**src/rtl/agc_ctrl_pkg.sv**
```systemverilog
// Shared constants for the AGC control block: FSM state encodings,
// load-select codes and the default counter width.
package agc_ctrl_pkg;

    typedef logic [1:0] state_t;

    localparam state_t ST_IDLE = 2'd0;
    localparam state_t ST_RUN  = 2'd1;
    localparam state_t ST_DONE = 2'd2;

    localparam logic LOAD_SEL_SCALE  = 1'b0;
    localparam logic LOAD_SEL_OFFSET = 1'b1;

    localparam int CNT_BITS_DEF = 24;

endpackage

```
**src/rtl/agc_ctrl_sat_counter.sv**
```systemverilog
// Saturating up-counter with synchronous clear; used for the per-channel
// gt/lt saturation-flag statistics.
module agc_sat_counter
    import agc_ctrl_pkg::*;
#(
    parameter int CNT_BITS = CNT_BITS_DEF
) (
    input  logic                clk_i,
    input  logic                rstn_i,
    input  logic                clr_i,
    input  logic                inc_i,
    output logic [CNT_BITS-1:0] cnt_o
);

    logic [CNT_BITS-1:0] cnt_r;

    // Count register: clear wins over increment, and the count sticks at all-ones.
    always_ff @(posedge clk_i) begin
        if (!rstn_i) begin
            cnt_r <= {CNT_BITS{1'b0}};
        end else if (clr_i) begin
            cnt_r <= {CNT_BITS{1'b0}};
        end else if (inc_i && (cnt_r != {CNT_BITS{1'b1}})) begin
            cnt_r <= cnt_r + {{(CNT_BITS-1){1'b0}}, 1'b1};
        end else begin
            cnt_r <= cnt_r;
        end
    end

    assign cnt_o = cnt_r;

endmodule

```
**src/rtl/agc_ctrl.sv**
```systemverilog
// AGC slice bank controller: staged scale/offset loads, measurement window
// with saturation counters, and window-aligned apply strobe.
// Optional: define AGC_CTRL_BCAST_EN to make load_chan_i == all-ones a broadcast load.
module agc_ctrl
    import agc_ctrl_pkg::*;
#(
    parameter int NCHAN       = 8,
    parameter int CHAN_BITS   = 3,
    parameter int OFFSET_BITS = 12,
    parameter int CNT_BITS    = CNT_BITS_DEF
) (
    input  logic                   clk_i,
    input  logic                   rstn_i,
    input  logic                   load_i,
    input  logic [CHAN_BITS-1:0]   load_chan_i,
    input  logic                   load_sel_i,
    input  logic [16:0]            load_dat_i,
    output logic [16:0]            scale_o,
    output logic [OFFSET_BITS-1:0] offset_o,
    output logic [NCHAN-1:0]       ce_scale_o,
    output logic [NCHAN-1:0]       ce_offset_o,
    input  logic                   apply_req_i,
    output logic                   apply_o,
    output logic                   apply_pend_o,
    input  logic [CNT_BITS-1:0]    window_len_i,
    input  logic                   start_i,
    input  logic [NCHAN-1:0]       gt_i,
    input  logic [NCHAN-1:0]       lt_i,
    output logic                   done_o,
    input  logic [CHAN_BITS-1:0]   rd_chan_i,
    output logic [CNT_BITS-1:0]    gt_cnt_o,
    output logic [CNT_BITS-1:0]    lt_cnt_o
);

    state_t                   state_r;
    logic [CNT_BITS-1:0]      timer_r;
    logic                     done_r;
    logic                     pend_r;
    logic                     apply_r;
    logic [16:0]              scale_r;
    logic [OFFSET_BITS-1:0]   offset_r;
    logic [NCHAN-1:0]         ce_scale_r;
    logic [NCHAN-1:0]         ce_offset_r;
    logic [CNT_BITS-1:0]      gt_q_r;
    logic [CNT_BITS-1:0]      lt_q_r;

    logic                     start_s;
    logic                     run_s;
    logic                     bcast_s;
    logic [CNT_BITS-1:0]      win_init_s;
    logic [NCHAN-1:0]         ce_hit_s;
    logic [NCHAN-1:0]         ce_sel_s;
    logic [CNT_BITS-1:0]      gt_sel_s;
    logic [CNT_BITS-1:0]      lt_sel_s;
    logic [CNT_BITS-1:0]      gt_cnt_s [NCHAN];
    logic [CNT_BITS-1:0]      lt_cnt_s [NCHAN];

    assign start_s    = start_i && (state_r != ST_RUN);
    assign run_s      = (state_r == ST_RUN);
    assign win_init_s = (window_len_i == {CNT_BITS{1'b0}}) ? {CNT_BITS{1'b0}}
                      : window_len_i - {{(CNT_BITS-1){1'b0}}, 1'b1};

`ifdef AGC_CTRL_BCAST_EN
    assign bcast_s = (load_chan_i == {CHAN_BITS{1'b1}});
`else
    assign bcast_s = 1'b0;
`endif

    // Channel decode for the load enables; out-of-range channels match nothing.
    always_comb begin
        ce_hit_s = {NCHAN{1'b0}};
        for (int c = 0; c < NCHAN; c++) begin
            ce_hit_s[c] = (load_chan_i == CHAN_BITS'(c));
        end
        ce_sel_s = bcast_s ? {NCHAN{1'b1}} : ce_hit_s;
    end

    // Readout mux; unmatched selects fall through to zero.
    always_comb begin
        gt_sel_s = {CNT_BITS{1'b0}};
        lt_sel_s = {CNT_BITS{1'b0}};
        for (int c = 0; c < NCHAN; c++) begin
            gt_sel_s = (rd_chan_i == CHAN_BITS'(c)) ? gt_cnt_s[c] : gt_sel_s;
            lt_sel_s = (rd_chan_i == CHAN_BITS'(c)) ? lt_cnt_s[c] : lt_sel_s;
        end
    end

    // Measurement FSM and window timer.
    always_ff @(posedge clk_i) begin
        if (!rstn_i) begin
            state_r <= ST_IDLE;
            timer_r <= {CNT_BITS{1'b0}};
            done_r  <= 1'b0;
        end else begin
            case (state_r)
                ST_IDLE, ST_DONE: begin
                    if (start_i) begin
                        state_r <= ST_RUN;
                        timer_r <= win_init_s;
                        done_r  <= 1'b0;
                    end
                end
                ST_RUN: begin
                    if (timer_r == {CNT_BITS{1'b0}}) begin
                        state_r <= ST_DONE;
                        done_r  <= 1'b1;
                    end else begin
                        timer_r <= timer_r - {{(CNT_BITS-1){1'b0}}, 1'b1};
                    end
                end
                default: begin
                    state_r <= ST_IDLE;
                    timer_r <= {CNT_BITS{1'b0}};
                    done_r  <= 1'b0;
                end
            endcase
        end
    end

    // Apply handshake: the strobe is held back while a window is running.
    always_ff @(posedge clk_i) begin
        if (!rstn_i) begin
            pend_r  <= 1'b0;
            apply_r <= 1'b0;
        end else begin
            apply_r <= pend_r && !run_s;
            pend_r  <= apply_req_i || (pend_r && run_s);
        end
    end

    // Load path: the buses keep their last value, enables pulse for one cycle.
    always_ff @(posedge clk_i) begin
        if (!rstn_i) begin
            scale_r     <= 17'd0;
            offset_r    <= {OFFSET_BITS{1'b0}};
            ce_scale_r  <= {NCHAN{1'b0}};
            ce_offset_r <= {NCHAN{1'b0}};
        end else begin
            ce_scale_r  <= (load_i && (load_sel_i == LOAD_SEL_SCALE))  ? ce_sel_s : {NCHAN{1'b0}};
            ce_offset_r <= (load_i && (load_sel_i == LOAD_SEL_OFFSET)) ? ce_sel_s : {NCHAN{1'b0}};
            if (load_i && (load_sel_i == LOAD_SEL_SCALE)) begin
                scale_r <= load_dat_i;
            end
            if (load_i && (load_sel_i == LOAD_SEL_OFFSET)) begin
                offset_r <= load_dat_i[OFFSET_BITS-1:0];
            end
        end
    end

    // Registered counter readout.
    always_ff @(posedge clk_i) begin
        if (!rstn_i) begin
            gt_q_r <= {CNT_BITS{1'b0}};
            lt_q_r <= {CNT_BITS{1'b0}};
        end else begin
            gt_q_r <= gt_sel_s;
            lt_q_r <= lt_sel_s;
        end
    end

    for (genvar c = 0; c < NCHAN; c++) begin : g_chan
        agc_sat_counter #(.CNT_BITS(CNT_BITS)) u_gt (
            .clk_i  (clk_i),
            .rstn_i (rstn_i),
            .clr_i  (start_s),
            .inc_i  (run_s && gt_i[c]),
            .cnt_o  (gt_cnt_s[c])
        );
        agc_sat_counter #(.CNT_BITS(CNT_BITS)) u_lt (
            .clk_i  (clk_i),
            .rstn_i (rstn_i),
            .clr_i  (start_s),
            .inc_i  (run_s && lt_i[c]),
            .cnt_o  (lt_cnt_s[c])
        );
    end

    assign scale_o      = scale_r;
    assign offset_o     = offset_r;
    assign ce_scale_o   = ce_scale_r;
    assign ce_offset_o  = ce_offset_r;
    assign apply_o      = apply_r;
    assign apply_pend_o = pend_r;
    assign done_o       = done_r;
    assign gt_cnt_o     = gt_q_r;
    assign lt_cnt_o     = lt_q_r;

endmodule

```
**config.mk**
```make
export PLATFORM = sky130hd
export DESIGN_NAME = agc_ctrl
export DESIGN_NICKNAME = d
export VERILOG_FILES = /design/src/rtl/agc_ctrl_pkg.sv /design/src/rtl/agc_ctrl_sat_counter.sv /design/src/rtl/agc_ctrl.sv
export SDC_FILE = /design/constraint.sdc
export NUM_CORES = 1
export LEC_CHECK = 0
export CAP_MARGIN = 20
export CORE_MARGIN = 8
export CORE_UTILIZATION = 30
export CTS_CLUSTER_DIAMETER = 40
export DETAILED_ROUTE_END_ITERATION = 10
export GPL_TIMING_DRIVEN = 1
export PLACE_DENSITY = 0.44
export SYNTH_ARGS = -nofsm -noshare
export SYNTH_HDL_FRONTEND = slang
export SYNTH_HIERARCHICAL = 1
export SYNTH_SLANG_ARGS = --single-unit
```
**constraint.sdc**
```tcl
create_clock -name clk_i -period 7 [get_ports clk_i]
set_input_delay 2.1 -clock clk_i [delete_from_list [all_inputs] [get_ports clk_i]]
set_output_delay 2.1 -clock clk_i [all_outputs]
set_load 0.005 [all_outputs]
```
Word-level counts from Yosys, hierarchy flattened
Cells that the tools add are included.
{ "op_classes": {"n_mux": 26, "n_addsub": 18, "reduce_logical": 50, "eq_ne": 36, "bitwise": 2} }
{ "op_table": {"columns": ["operator", "n"], "rows": [
  ["$mux W24", 19],
  ["$add A24 B1 Y24 const B", 16],
  ["$ne A24 B24 Y1 const B", 16],
  ["$logic_not A24 Y1", 2],
  ["$pmux W24 S2", 1],
  ["$sub A24 B1 Y24 const B", 2],
  ["$logic_and A1 B1 Y1", 37],
  ["$eq A3 B3 Y1 const B", 8],
  ["$eq A3 B2 Y1 const B", 4],
  ["$reduce_and A2 Y1", 4],
  ["$eq A3 B1 Y1 const B", 2],
  ["$logic_not A3 Y1", 2],
  ["$mux W2", 2],
  ["$ne A2 B1 Y1 const B", 2],
  ["$ne A2 B2 Y1 const B", 2],
  ["$pmux W2 S2", 1],
  ["$reduce_or A2 Y1", 2],
  ["$eq A2 B1 Y1 const B", 1],
  ["$eq A2 B2 Y1 const B", 1],
  ["$logic_not A2 Y1", 1],
  ["$mux W1", 2],
  ["$not A1 Y1", 2],
  ["$pmux W1 S2", 1],
  ["$logic_not A1 Y1", 1],
  ["$logic_or A1 B1 Y1", 1]
]} }
{ "word_totals": {"in_bits": 69, "regBits": 506} }

Logic depth before layout (Yosys ltp)
Gate-level depths: netlist (run 1).
{ "depth": {"ltp_word": 9, "ltp_mapped": 10, "mapped_depth_nobuf": 8} }

Modules after synthesis
Netlist (run 1), hierarchy kept.
{ "by_module_without_submodules": {"columns": ["module", "n_inst", "cells_per_inst", "area_per_inst_um2"], "rows": [
  ["agc_sat_counter at g_chan[0].u_gt ...", 15, 172, 1456.4],
  ["agc_ctrl", 1, 963, 7965.1],
  ["agc_sat_counter at g_chan[7].u_lt", 1, 140, 1228.7]
]} }

Worst setup path after synthesis (run 1)
OpenSTA, ideal clock, no wires.
{ "synth_timing": {"path_type": "input port to flip-flop", "from": "input window_len_i[8]", "to": "register timer_r[20]", "arrival_time_ps": 3892, "stages": 7, "slack_ps": 2982, "required_time_ps": 6873, "n_path_buf": 2, "cell_sequence": "or4_4 -> buf_6 -> or4_4 -> buf_6 -> o31a_1 -> o21ai_1 -> o211ai_1"} }
{ "synth_via": {"elab_chain_cells": 4, "word_cells_on_any_way": 5} }
{ "synth_rtl": {"columns": ["element", "line", "source"], "rows": [
  ["start, declared", "agc_ctrl.sv:25", "input logic [CNT_BITS-1:0] window_len_i,"],
  ["$sub A24 B1 Y24 or $logic_not A24 Y1 (tied branches)", "agc_ctrl.sv:61, agc_ctrl.sv:60", null],
  ["$mux W24 (*)", "agc_ctrl.sv:60", "assign win_init_s = (window_len_i == {CNT_BITS{1'b0}}) ? {CNT_BITS{1'b0}}"],
  ["$mux W24 (*)", "agc_ctrl.sv:97", "if (start_i) begin"],
  ["$pmux W24 S2 (*)", "agc_ctrl.sv:95", "case (state_r)"],
  ["end signal, assigned", "agc_ctrl.sv:92", "timer_r <= {CNT_BITS{1'b0}};"],
  ["end signal, assigned", "agc_ctrl.sv:99", "timer_r <= win_init_s;"],
  ["end signal, assigned", "agc_ctrl.sv:108", "timer_r <= timer_r - {{(CNT_BITS-1){1'b0}}, 1'b1};"],
  ["end, declared", "agc_ctrl.sv:36", "logic [CNT_BITS-1:0] timer_r;"]
]} }
Every way passes the cells marked *; elsewhere a longest branch is shown, timed or not. The select of a mux whose other input is x is not followed.
A chain may end at the register's enable or synchronous reset.

Final worst setup path (run 1)
{ "layout_timing": {"from": "input rd_chan_i[1]", "to": "register lt_q_r[8], in the netlist lt_cnt_o[8]"} }
{ "layout_via": {"elab_chain_cells": 9, "word_cells_on_any_way": 16} }
{ "layout_rtl": {"columns": ["element", "line", "source"], "rows": [
  ["start, declared", "agc_ctrl.sv:30", "input logic [CHAN_BITS-1:0] rd_chan_i,"],
  ["$logic_not A3 Y1", "agc_ctrl.sv:84", "lt_sel_s = (rd_chan_i == CHAN_BITS'(c)) ? lt_cnt_s[c] : lt_sel_s;"],
  ["$mux W24 (7 in series)", "agc_ctrl.sv:84", null],
  ["$mux W24 (*)", "agc_ctrl.sv:84", null],
  ["end signal, assigned", "agc_ctrl.sv:154", "lt_q_r <= {CNT_BITS{1'b0}};"],
  ["end signal, assigned", "agc_ctrl.sv:157", "lt_q_r <= lt_sel_s;"],
  ["end, declared", "agc_ctrl.sv:45", "logic [CNT_BITS-1:0] lt_q_r;"]
]} }
Every way passes the cells marked *; elsewhere a longest branch is shown, timed or not.

==> metrics.md, run 1 <==
| Metric | Value |
|---|---|
| Run status | `finished, final reports clean` |
| Yosys synthesis warning count | `6` |
| Area Growth Syn to Fin | `21.1%` |
| Setup WS post-layout | `2.69 ns` |
| Clk sinks | `505` |
| DRC viols | `0` |
| Vias in the first global route | `27,300` |
| Detailed Route Iter0 Violations | `2,112` |
| Clk_skew | `0.0389 ns` |
| Tcrit/Tclk final | `61.5%` |
| HPWL Detailed | `79,700 um` |
| CP max stage delay | `0.70 ns` |
| WL per Instance | `21.4 um` |
| Layout cells sized above 1 | `12.4%` |
| Post-Syn Area | `0.0310 mm^2` |
| Worst Setup Slack post-DPL | `2.08 ns` |
| CP Capture Type | `flip-flop` |
| Number of flops mapped to enable cells by yosys | `0` |
| Max-slew violations | `0` |
| CTS Buffer Depth | `3` |
| Sequential area share after synthesis | `32.6%` |
| TritonCTS clock tree | `done` |
| Core area | `0.103 mm^2` |
| First-pass GRT wire length | `170,000 um` |
| # H-tree levels | `3` |
| Root Driver | `clkbuf_16` |
| Nets | `3,826` |
| Cts hold-fix bufs | `0` |
| # IOs | `165` |
| Post-route ant nets | `0` |
| Initial Utilization | `30.1%` |
| Final Hold Violating Endpoints | `0` |
| Final-report setup violation count | `0` |
| Port buffer count | `164` |
| Pwr Density | `247 mW/mm^2` |
| CP Cell Sequence | `buf_4, buf_4, mux2i_1, o2bb2ai_1, mux2_2, o22ai_1, a2111oi_0` |
| Crit-path max FO | `54` |
| Crit start category | `input port` |
| WP data required | `7.53 ns` |
| DP Cell Count | `4,994` |
| Fmax | `0.232 GHz` |
| Most used cell, CP | `buf_4` |
| Clock slew at reported path FFs | `0.05 ns` |
| Post_cts resized | `0` |
| Postcts setup bufs | `0` |
| Initial antenna violation count | `2` |
| Peak VDD IR | `0.223 mV` |
| Tightest Pin Transition | `1.16 ns` |
| Final instance area | `0.0376 mm^2` |
| Leak | `12.1 nW` |
| Post-synth top flop | `dfxtp_1` |
| Ys async rst share | `0%` |
| Via Count | `29,100` |
| Rel. slew slack | `22.2%` |
| Fin Setup TNS | `0 ns` |
| Yosys reg bits | `505` |
| MaxCap Viol Count | `0` |
| Final worst path period need | `4.31 ns` |
| Synth Net Count | `3,770` |
| RSZ-0062 raised after global routing | `no` |
| Drt pass-1 iters | `6` |
| Final wirelength | `112,000 um` |
| Crit path arrival time | `4.84 ns` |
| Overall die width | `338 um` |
| DR vias/cell | `5.58` |
| Gpl congestion | `0.800` |
| Clock Latency Late Sink | `0.69 ns` |
| Largest net degree at the start of global routing | `64` |
| Slowest-stage cell, CP | `buf_4` |
| Hold Crit Class | `reg2reg` |
| Total GRT Usage | `18.8%` |
| Post-route insts no fill | `5,217` |
| Crit Path Category | `in2reg` |
| Synth Area per Inst | `8.43 um^2` |
| Syn Inst Count | `3,683` |
| Placed cell area | `0.0335 mm^2` |
| Distinct cell type count after synthesis | `83` |
| Global route overflow | `0` |
| Row count | `118` |
| Die Y | `338 um` |
| CTS Buf Count | `114` |
| Die area | `0.114 mm^2` |
[cells in the mapped netlist (32+ instances only)]
cell | count | share of area [%]
nand2b_1 | 216 | 4.4
or4_1 | 84 | 2.0
nand2_1 | 505 | 6.1
nor3_1 | 37 | 0.60
mux2_2 | 42 | 1.5
o2bb2ai_1 | 44 | 1.2
nand3_1 | 161 | 2.6
a211oi_1 | 88 | 2.1
a2111o_1 | 60 | 2.2
mux2i_1 | 275 | 8.9
clkbuf_1 | 149 | 1.8
dfxtp_1 | 505 | 33
o21ai_0 | 89 | 1.4
nand4_1 | 157 | 3.2
a2111oi_0 | 42 | 1.2
and3_1 | 48 | 0.97
buf_2 | 67 | 1.1
o31ai_1 | 51 | 1.2
nor4_1 | 72 | 1.5
and2_1 | 66 | 1.3
inv_1 | 61 | 0.74
nand4_2 | 32 | 1.3
and4_1 | 64 | 1.8
o22ai_1 | 91 | 1.8
a21oi_1 | 219 | 3.5
nor2_1 | 69 | 0.83
[worst max-delay path, delay by kind of cell]
family,cells,cell delay [ns]
compound gates,3,0.96
buf+inv,2,1.28
mux,2,0.38
[flip-flops by register name, summed over array words and instances (netlist names)]
register and flops:
apply_o 1, apply_pend_o 1, lt_cnt_o 24, timer_r 24, ce_scale_o 8, ce_offset_o 8
state_r 2, g_chan.u_gt/cnt_o 192, offset_o 12, scale_o 17, gt_cnt_o 24, g_chan.u_lt/cnt_o 192
[through the flow]
step / utilization [%] / hold slack [ns] / power, W
2_1_floorplan: - / 0.446 / 0.00351
3_3_place_gp: 32.4 / 0.443 / 0.00381
6_report: 36.5 / 0.452 / 0.00928
4_1_cts: 36.4 / 0.453 / 0.00943
3_5_place_dp: 32.5 / 0.446 / 0.00381
5_1_grt: 36.5 / 0.468 / 0.00965
[per-layer routing]
metal	up-vias	part of all wire [%]	global-route usage [%]	wire length [um]
met1	14100	47	26.2	52600
met4	2	2.2	5.23	2490
li1	14200	-	-	-
met2	709	46	29.9	51300
met3	143	4.7	3.01	5250
met5	-	0.0090	0	10
[layout make-up]
cell class	count	area [um^2]
clock buffer	140	3110
tap	1380	1730
timing repair buffer	217	2070
antenna	3	7.51
sequential	505	10100
clock inverter	71	912
multi-input combinational	2839	19400
fill	10800	65500
inverter	62	233
[path summary, 6_finish.rpt]
path,from,endpoint,slack [ns],cells after the start
worst max-delay path,rd_chan_i[1],lt_cnt_o[8]$_SDFF_PN0_,2.69,7
worst min-delay path,offset_o[10]$_SDFFE_PN0P_,offset_o[10]$_SDFFE_PN0P_,0.45,2
worst min register to register,offset_o[10]$_SDFFE_PN0P_,offset_o[10]$_SDFFE_PN0P_,0.45,2
worst max register to register,state_r[0]$_SDFFE_PN0P_,g_chan[6].u_lt/cnt_o[23]$_SDFFE_PP0P_,3.31,7
[cell usage in the layout, fill, tap and decap left out, types with 16 or more instances in the layout]
master	instances
mux2i_1	275
o21ai_0	89
clkbuf_8	16
nand2b_1	216
or4_1	84
o2bb2ai_1	44
a211oi_1	88
xor2_1	16
clkinv_2	21
nand2_1	505
a211oi_2	30
clkbuf_16	114
ha_1	18
a2111oi_2	30
clkinvlp_4	18
a2111o_1	60
clkdlybuf4s50_1	160
buf_4	46
and3_1	48
o21a_1	22
dfxtp_1	505
a2111oi_0	42
nor4b_1	18
and2_1	65
o22ai_1	91
nor2_1	69
nor4_1	71
o211ai_1	25
nand4_2	32
mux2_2	42
a21oi_1	219
nor4_4	18
nand4_1	157
and4_1	64
inv_1	60
nand3_1	161
nor3_1	37
o31ai_1	51
[where the power goes]
| part | switching [W] | internal [W] | leakage [nW] |
|---|---|---|---|
| Combinational | 0.000504 | 0.000259 | 6.09 |
| Clock | 0.00185 | 0.00368 | 1.93 |
| Sequential | 0.0000582 | 0.00293 | 4.08 |
| Total | 0.00241 | 0.00687 | 12.1 |
[cells by family after synthesis]
logic type	synth area share (%)
xor gates and xnor gates	0.734
muxes	10.4
DFF	32.6
adders and majority gates	0.726
buffers and inverters	5.12
and+or+nand+nor	29.8
AOI/OAI and AO/OA	20.6
Power figures use the tool's default switching activity.
==> run 2, diff against run 1 <==
--- a/config.mk
+++ b/config.mk
@@ -11,7 +11,7 @@
 export CTS_CLUSTER_DIAMETER = 40
 export DETAILED_ROUTE_END_ITERATION = 10
 export GPL_TIMING_DRIVEN = 1
-export PLACE_DENSITY = 0.44
+export PLACE_DENSITY = 0.45
 export SYNTH_ARGS = -nofsm -noshare
 export SYNTH_HDL_FRONTEND = slang
 export SYNTH_HIERARCHICAL = 1
==> constraint.sdc (replaced) <==
create_clock -name clk_i -period 3.6 [get_ports clk_i]
set_input_delay 1.08 -clock clk_i [delete_from_list [all_inputs] [get_ports clk_i]]
set_output_delay 1.08 -clock clk_i [all_outputs]
set_load 0.005 [all_outputs]
==> run 2 against run 1 <==
Compared with the run above:
- via count is 0.78% higher
- global-route usage hardly changed
- worst setup slack worse by 2.0 ns
- largest power group unchanged
==> metrics.md, run 2 (same netlist as run 1, synthesis figures left out) <==
| Metric | Value |
|---|---|
| Run status | `finished, final reports clean` |
| WP data required | `4.13 ns (-3.40 ns)` |
| Rel. slew slack | `28.5% (+6.3 points)` |
| Area Growth Syn to Fin | `23.3%` |
| # IOs | `165 (unchanged)` |
| Final worst path period need | `2.88 ns` |
| RSZ-0062 raised after global routing | `no` |
| DRC viols | `0 (unchanged)` |
| Root Driver | `clkbuf_16` |
| Crit Path Category | `in2reg` |
| # H-tree levels | `3 (unchanged)` |
| MaxCap Viol Count | `0 (unchanged)` |
| Core area | `0.103 mm^2 (unchanged)` |
| HPWL Detailed | `79,500 um (-0.23%)` |
| Cts hold-fix bufs | `0 (unchanged)` |
| CP Capture Type | `flip-flop` |
| Row count | `118 (unchanged)` |
| Pwr Density | `481 mW/mm^2 (+95%)` |
| Die area | `0.114 mm^2 (unchanged)` |
| Final Hold Violating Endpoints | `0 (unchanged)` |
| TritonCTS clock tree | `done` |
| Via Count | `29,400 (+0.78%)` |
| Total GRT Usage | `18.8% (about the same)` |
| # diodes | `0 (-3)` |
| Tightest Pin Transition | `1.07 ns (-0.0867 ns)` |
| DR vias/cell | `5.54 (-0.81%)` |
| Postcts setup bufs | `0 (unchanged)` |
| Gpl congestion | `0.839 (+4.9%)` |
| Crit start category | `input port` |
| WL per Instance | `20.9 um (-2.3%)` |
| Initial Utilization | `30.1% (unchanged)` |
| Drt pass-1 iters | `5 (-1)` |
| Most frequent cells in the layout | `nand2_1, dfxtp_1, mux2i_1` |
| CTS Buffer Depth | `3 (unchanged)` |
| Hold Crit Class | `reg2reg` |
| Clock slew at reported path FFs | `0.05 ns (about the same)` |
| Total power | `0.0184 W (+98%)` |
| Crit path arrival time | `3.41 ns (-1.43 ns)` |
| Vias in the first global route | `28,200 (+3.5%)` |
| Die Y | `338 um (unchanged)` |
| Clk_skew | `0.0238 ns (-0.0151 ns)` |
| Crit-path max FO | `34 (-37%)` |
| Nets | `3,906 (+2.1%)` |
| Clk sinks | `505 (unchanged)` |
| Fmax | `0.347 GHz` |
| Layout cells sized above 1 | `14.2% (+1.8 points)` |
| Overall die width | `338 um (unchanged)` |
| Largest net degree at the start of global routing | `65 (+1.6%)` |
| Max-slew violations | `0 (unchanged)` |
| Port buffer count | `164 (unchanged)` |
| Global route overflow | `0 (unchanged)` |
| Final wirelength | `111,000 um (-0.69%)` |
| Fin Setup TNS | `0 ns (unchanged)` |
| Final-report setup violation count | `0 (unchanged)` |
| Leak | `12.6 nW (+3.9%)` |
| Post-route ant nets | `0 (unchanged)` |
| Initial antenna violation count | `4 (+2)` |
| Clock Latency Late Sink | `0.68 ns (about the same)` |
| Peak VDD IR | `0.332 mV (+49%)` |
| Post_cts resized | `0 (unchanged)` |
| CTS Buf Count | `115 (+0.88%)` |
| Tcrit/Tclk final | `80.1%` |
| Detailed Route Iter0 Violations | `2,168 (+2.7%)` |
| Fillers | `10,700 (-1.3%)` |
| First-pass GRT wire length | `172,000 um (+1.3%)` |
## run 2: critical path, stage by stage
cell and delay [ns]:
buf_4 0.45, buf_4 0.51, mux2i_1 0.24, o2bb2ai_1 0.35, mux2_2 0.23, o22ai_1 0.09
a2111oi_0 0.44
## run 2: power breakdown
group / total (W) / leakage [nW] / switching (W) / internal [W]
Clock: 0.0110 / 1.99 / 0.00362 / 0.00740
Combinational: 0.00158 / 6.50 / 0.000998 / 0.000587
Sequential: 0.00581 / 4.08 / 0.000111 / 0.00570
## run 2: path summary, 6_finish.rpt
check | to | from | slack (ns) | cells after the start
worst max-delay path | gt_cnt_o[0]$_SDFF_PN0_ | rd_chan_i[1] | 0.72 | 7
worst min-delay path | scale_o[0]$_SDFFE_PN0P_ | scale_o[0]$_SDFFE_PN0P_ | 0.45 | 2
worst min register to register | scale_o[0]$_SDFFE_PN0P_ | scale_o[0]$_SDFFE_PN0P_ | 0.45 | 2
worst max register to register | timer_r[5]$_SDFFE_PN0P_ | timer_r[0]$_SDFFE_PN0P_ | 0.82 | 8
## run 2: per-layer routing
metal	wire length [um]	vias to the layer above	GRT usage [%]	part of all wire, %
met3	4980	142	2.64	4.5
met5	0	-	0	0
li1	-	14400	-	-
met2	51700	710	30.5	47
met4	2400	0	5.36	2.2
met1	51800	14200	25.8	47
## run 2: layout make-up
cell class / instances / area (um^2) / share of cell area (%)
clock buffer: 146 / 3140 / 8.21
clock inverter: 73 / 956 / 2.50
inverter: 62 / 233 / 0.608
multi-input combinational: 2839 / 19400 / 50.7
sequential: 505 / 10100 / 26.4
tap: 1380 / 1730 / 4.51
timing repair buffer: 296 / 2710 / 7.09
## run 2: per-stage QoR
stage / cell area, um^2 / worst slack, ns / util (%) / cells / hold WS (ns)
2_1_floorplan: 31000 / 0.602 / - / 3683 / 0.446
3_3_place_gp: 34100 / 0.0801 / 33.1 / 5077 / 0.443
3_5_place_dp: 34100 / 0.0683 / 33.1 / 5077 / 0.447
4_1_cts: 38200 / 0.658 / 37.1 / 5296 / 0.454
5_1_grt: 38300 / 0.614 / 37.2 / 5301 / 0.474
6_report: 38300 / 0.717 / 37.2 / 5301 / 0.453
==> run 3, diff against run 2 <==
--- a/config.mk
+++ b/config.mk
@@ -11,7 +11,7 @@
 export CTS_CLUSTER_DIAMETER = 40
 export DETAILED_ROUTE_END_ITERATION = 10
 export GPL_TIMING_DRIVEN = 1
-export PLACE_DENSITY = 0.45
+export PLACE_DENSITY = 0.44
 export SYNTH_ARGS = -nofsm -noshare
 export SYNTH_HDL_FRONTEND = slang
 export SYNTH_HIERARCHICAL = 1
==> constraint.sdc (replaced) <==
create_clock -name clk_i -period 2.7 [get_ports clk_i]
set_input_delay 0.81 -clock clk_i [delete_from_list [all_inputs] [get_ports clk_i]]
set_output_delay 0.81 -clock clk_i [all_outputs]
set_load 0.005 [all_outputs]
==> run 3 against run 2 <==
Compared with the run above:
- final area rose by 5.2%
- wire length rose by 1.6%
- first-iteration DRC count rose by 0.74%
- clock-buffer cell count rose by 7
- critical endpoint is now done_o
- cell count rose by 4.2%
- highest routed layer is now met5
==> metrics.md, run 3 (same netlist as run 1, synthesis figures left out) <==
| Metric | Value |
|---|---|
| Row count | `118 (unchanged)` |
| Pwr Density | `619 mW/mm^2 (+29%)` |
| Fmax | `0.391 GHz` |
| Worst path bufs/invs | `1 (-1)` |
| Detailed Route Iter0 Violations | `2,184 (+0.74%)` |
| Total GRT Usage | `19.0% (+0.27 points)` |
| TritonCTS clock tree | `done` |
| Met1 Routed Length | `52,300 um (+0.98%)` |
| Clock slew at reported path FFs | `0.05 ns (about the same)` |
| Root Driver | `clkbuf_16` |
| Crit path arrival time | `1.75 ns (-1.66 ns)` |
| Drt pass-1 iters | `8 (+3)` |
| HPWL Detailed | `83,100 um (+4.6%)` |
| Final-report setup violation count | `0 (unchanged)` |
| Initial antenna violation count | `7 (+3)` |
| Vias in the first global route | `28,900 (+2.3%)` |
| Tcrit/Tclk final | `94.7%` |
| RSZ-0062 raised after global routing | `no` |
| Area Growth Syn to Fin | `29.8%` |
| Metal2 WL | `51,900 um (+0.43%)` |
| Clock Latency Late Sink | `0.69 ns (about the same)` |
| FF-to-FF setup slack | `0.30 ns (-0.52 ns)` |
| Crit start category | `flip-flop` |
| WL per Instance | `20.4 um (-2.5%)` |
| Tightest Pin Transition | `0.880 ns (-0.191 ns)` |
| Leak | `13.8 nW (+9.9%)` |
| DR top layer | `met5` |
| Run status | `finished, final reports clean` |
| # H-tree levels | `3 (unchanged)` |
| Worst setup path startpoint | `state_r[1]$_SDFFE_PN0P_` |
| Max-slew violations | `0 (unchanged)` |
| CTS Buf Count | `116 (+0.87%)` |
| Most frequent cells in the layout | `nand2_1, dfxtp_1, buf_4` |
| Post_cts resized | `0 (unchanged)` |
| Kind of cell adding the most delay to the critical path | `buffers and inverters` |
| Rel. slew slack | `40.8% (+12 points)` |
| WP data required | `1.89 ns (-2.24 ns)` |
| Worst Setup Slack post-DPL | `-0.497 ns (-0.565 ns)` |
| # IOs | `165 (unchanged)` |
| CP Capture Point | `done_o` |
| Largest net degree at the start of global routing | `59 (-9.2%)` |
| First-pass GRT wire length | `174,000 um (+1.0%)` |
| Die area | `0.114 mm^2 (unchanged)` |
| Overall die width | `338 um (unchanged)` |
| Final worst path period need | `2.56 ns` |
| Slowest-stage cell, CP | `clkdlybuf4s50_1` |
| DR vias/cell | `5.46 (-1.4%)` |
| Initial Utilization | `30.1% (unchanged)` |
| Global route overflow | `0 (unchanged)` |
| R2r startpoint | `timer_r[0]$_SDFFE_PN0P_` |
| Hold Crit Class | `reg2reg` |
| Gpl congestion | `0.847 (+1.0%)` |
| CP Capture Type | `output pin` |
| Via Count | `30,100 (+2.6%)` |
| MaxCap Viol Count | `0 (unchanged)` |
| Crit Path Category | `reg2out` |
| Core area | `0.103 mm^2 (unchanged)` |
| Fin Setup TNS | `0 ns (unchanged)` |
| Fillers | `10,600 (-0.46%)` |
| CP max stage delay | `0.62 ns (+0.11 ns)` |
| Post-route ant nets | `0 (unchanged)` |
| Layout cells sized above 1 | `18.8% (+4.6 points)` |
| Peak VDD IR | `0.450 mV (+36%)` |
| Reg-to-reg endpoint | `timer_r[15]$_SDFFE_PN0P_` |
| Port buffer count | `164 (unchanged)` |
| Die Y | `338 um (unchanged)` |
| Metal3 WL | `5130 um (+3.2%)` |
| Clk_skew | `0.0485 ns (+0.0247 ns)` |
| CP Cell Sequence | `clkdlybuf4s50_1` |
| Setup WS post-layout | `0.142 ns (-0.574 ns)` |
| Final wirelength | `113,000 um (+1.6%)` |
| R2R cell count | `8 (unchanged)` |
| Final Hold Violating Endpoints | `0 (unchanged)` |
| Nets | `4,125 (+5.6%)` |
| DRC viols | `0 (unchanged)` |
| CTS Buffer Depth | `3 (unchanged)` |
| Crit-path max FO | `4 (-88%)` |
| CP Depth | `1 (-6)` |
| Clk sinks | `505 (unchanged)` |
run 3: changes by cell type in the layout (fill, tap and decap cells not counted), moves of 2 or more:
cell and change:
buf_4 +196, buf_12 +27, clkbuf_8 +7, clkinv_4 -6, buf_6 -5, clkbuf_1 -4
clkbuf_16 +4, inv_16 -3, inv_6 +3, bufinv_16 -2, clkinv_2 +2
run 3: worst min path at each step:
stage | from | to | slack, ns | depth (start not counted)
final | offset_o[6]$_SDFFE_PN0P_ | offset_o[6]$_SDFFE_PN0P_ | 0.45 | 2
after detailed placement | scale_o[10]$_SDFFE_PN0P_ | scale_o[10]$_SDFFE_PN0P_ | 0.45 | 2
after global placement | offset_o[3]$_SDFFE_PN0P_ | offset_o[3]$_SDFFE_PN0P_ | 0.44 | 2
after global routing | offset_o[2]$_SDFFE_PN0P_ | offset_o[2]$_SDFFE_PN0P_ | 0.47 | 2
after floorplan | timer_r[14]$_SDFFE_PN0P_ | timer_r[14]$_SDFFE_PN0P_ | 0.45 | 2
after CTS | scale_o[10]$_SDFFE_PN0P_ | scale_o[10]$_SDFFE_PN0P_ | 0.45 | 2
run 3: metal layers:
layer	vias up	track usage (%)
met4	2	5.61
met3	188	3.13
met1	14400	25.9
li1	14800	-
met5	-	0
met2	729	31.0
run 3: repair_timing:
item | 4_1_cts | 5_1_grt
hold buffers | 0 | 0
setup buffers | 0 | 2
setup endpoints to repair | 0 | 4
run 3: per-stage QoR:
step                cell area [um^2]  cells  total power, W  hold slack [ns]  util (%)
floorplan                      31000   3683         0.00909            0.446         -
global route                   40300   5520          0.0258            0.472      39.1
finish                         40300   5521          0.0249            0.452      39.1
global placement               36100   5298          0.0103            0.441      35.1
CTS                            40300   5518          0.0253            0.452      39.1
detailed placement             36100   5298          0.0103            0.445      35.1
run 3: where the power goes:
part / switching, W / internal, W / total (W)
Sequential: 0.000126 / 0.00761 / 0.00773
Combinational: 0.00140 / 0.00101 / 0.00241
Clock: 0.00475 / 0.0100 / 0.0148
run 3: cell type report:
type	instances	area, um^2	share of cell area, %
inverter	62	233	0.578
multi-input combinational	2839	19400	48.2
antenna	1	2.50	0.00621
sequential	505	10100	25.1
timing repair buffer	514	4670	11.6
tap	1380	1730	4.29
clock buffer	153	3330	8.25
clock inverter	67	823	2.04
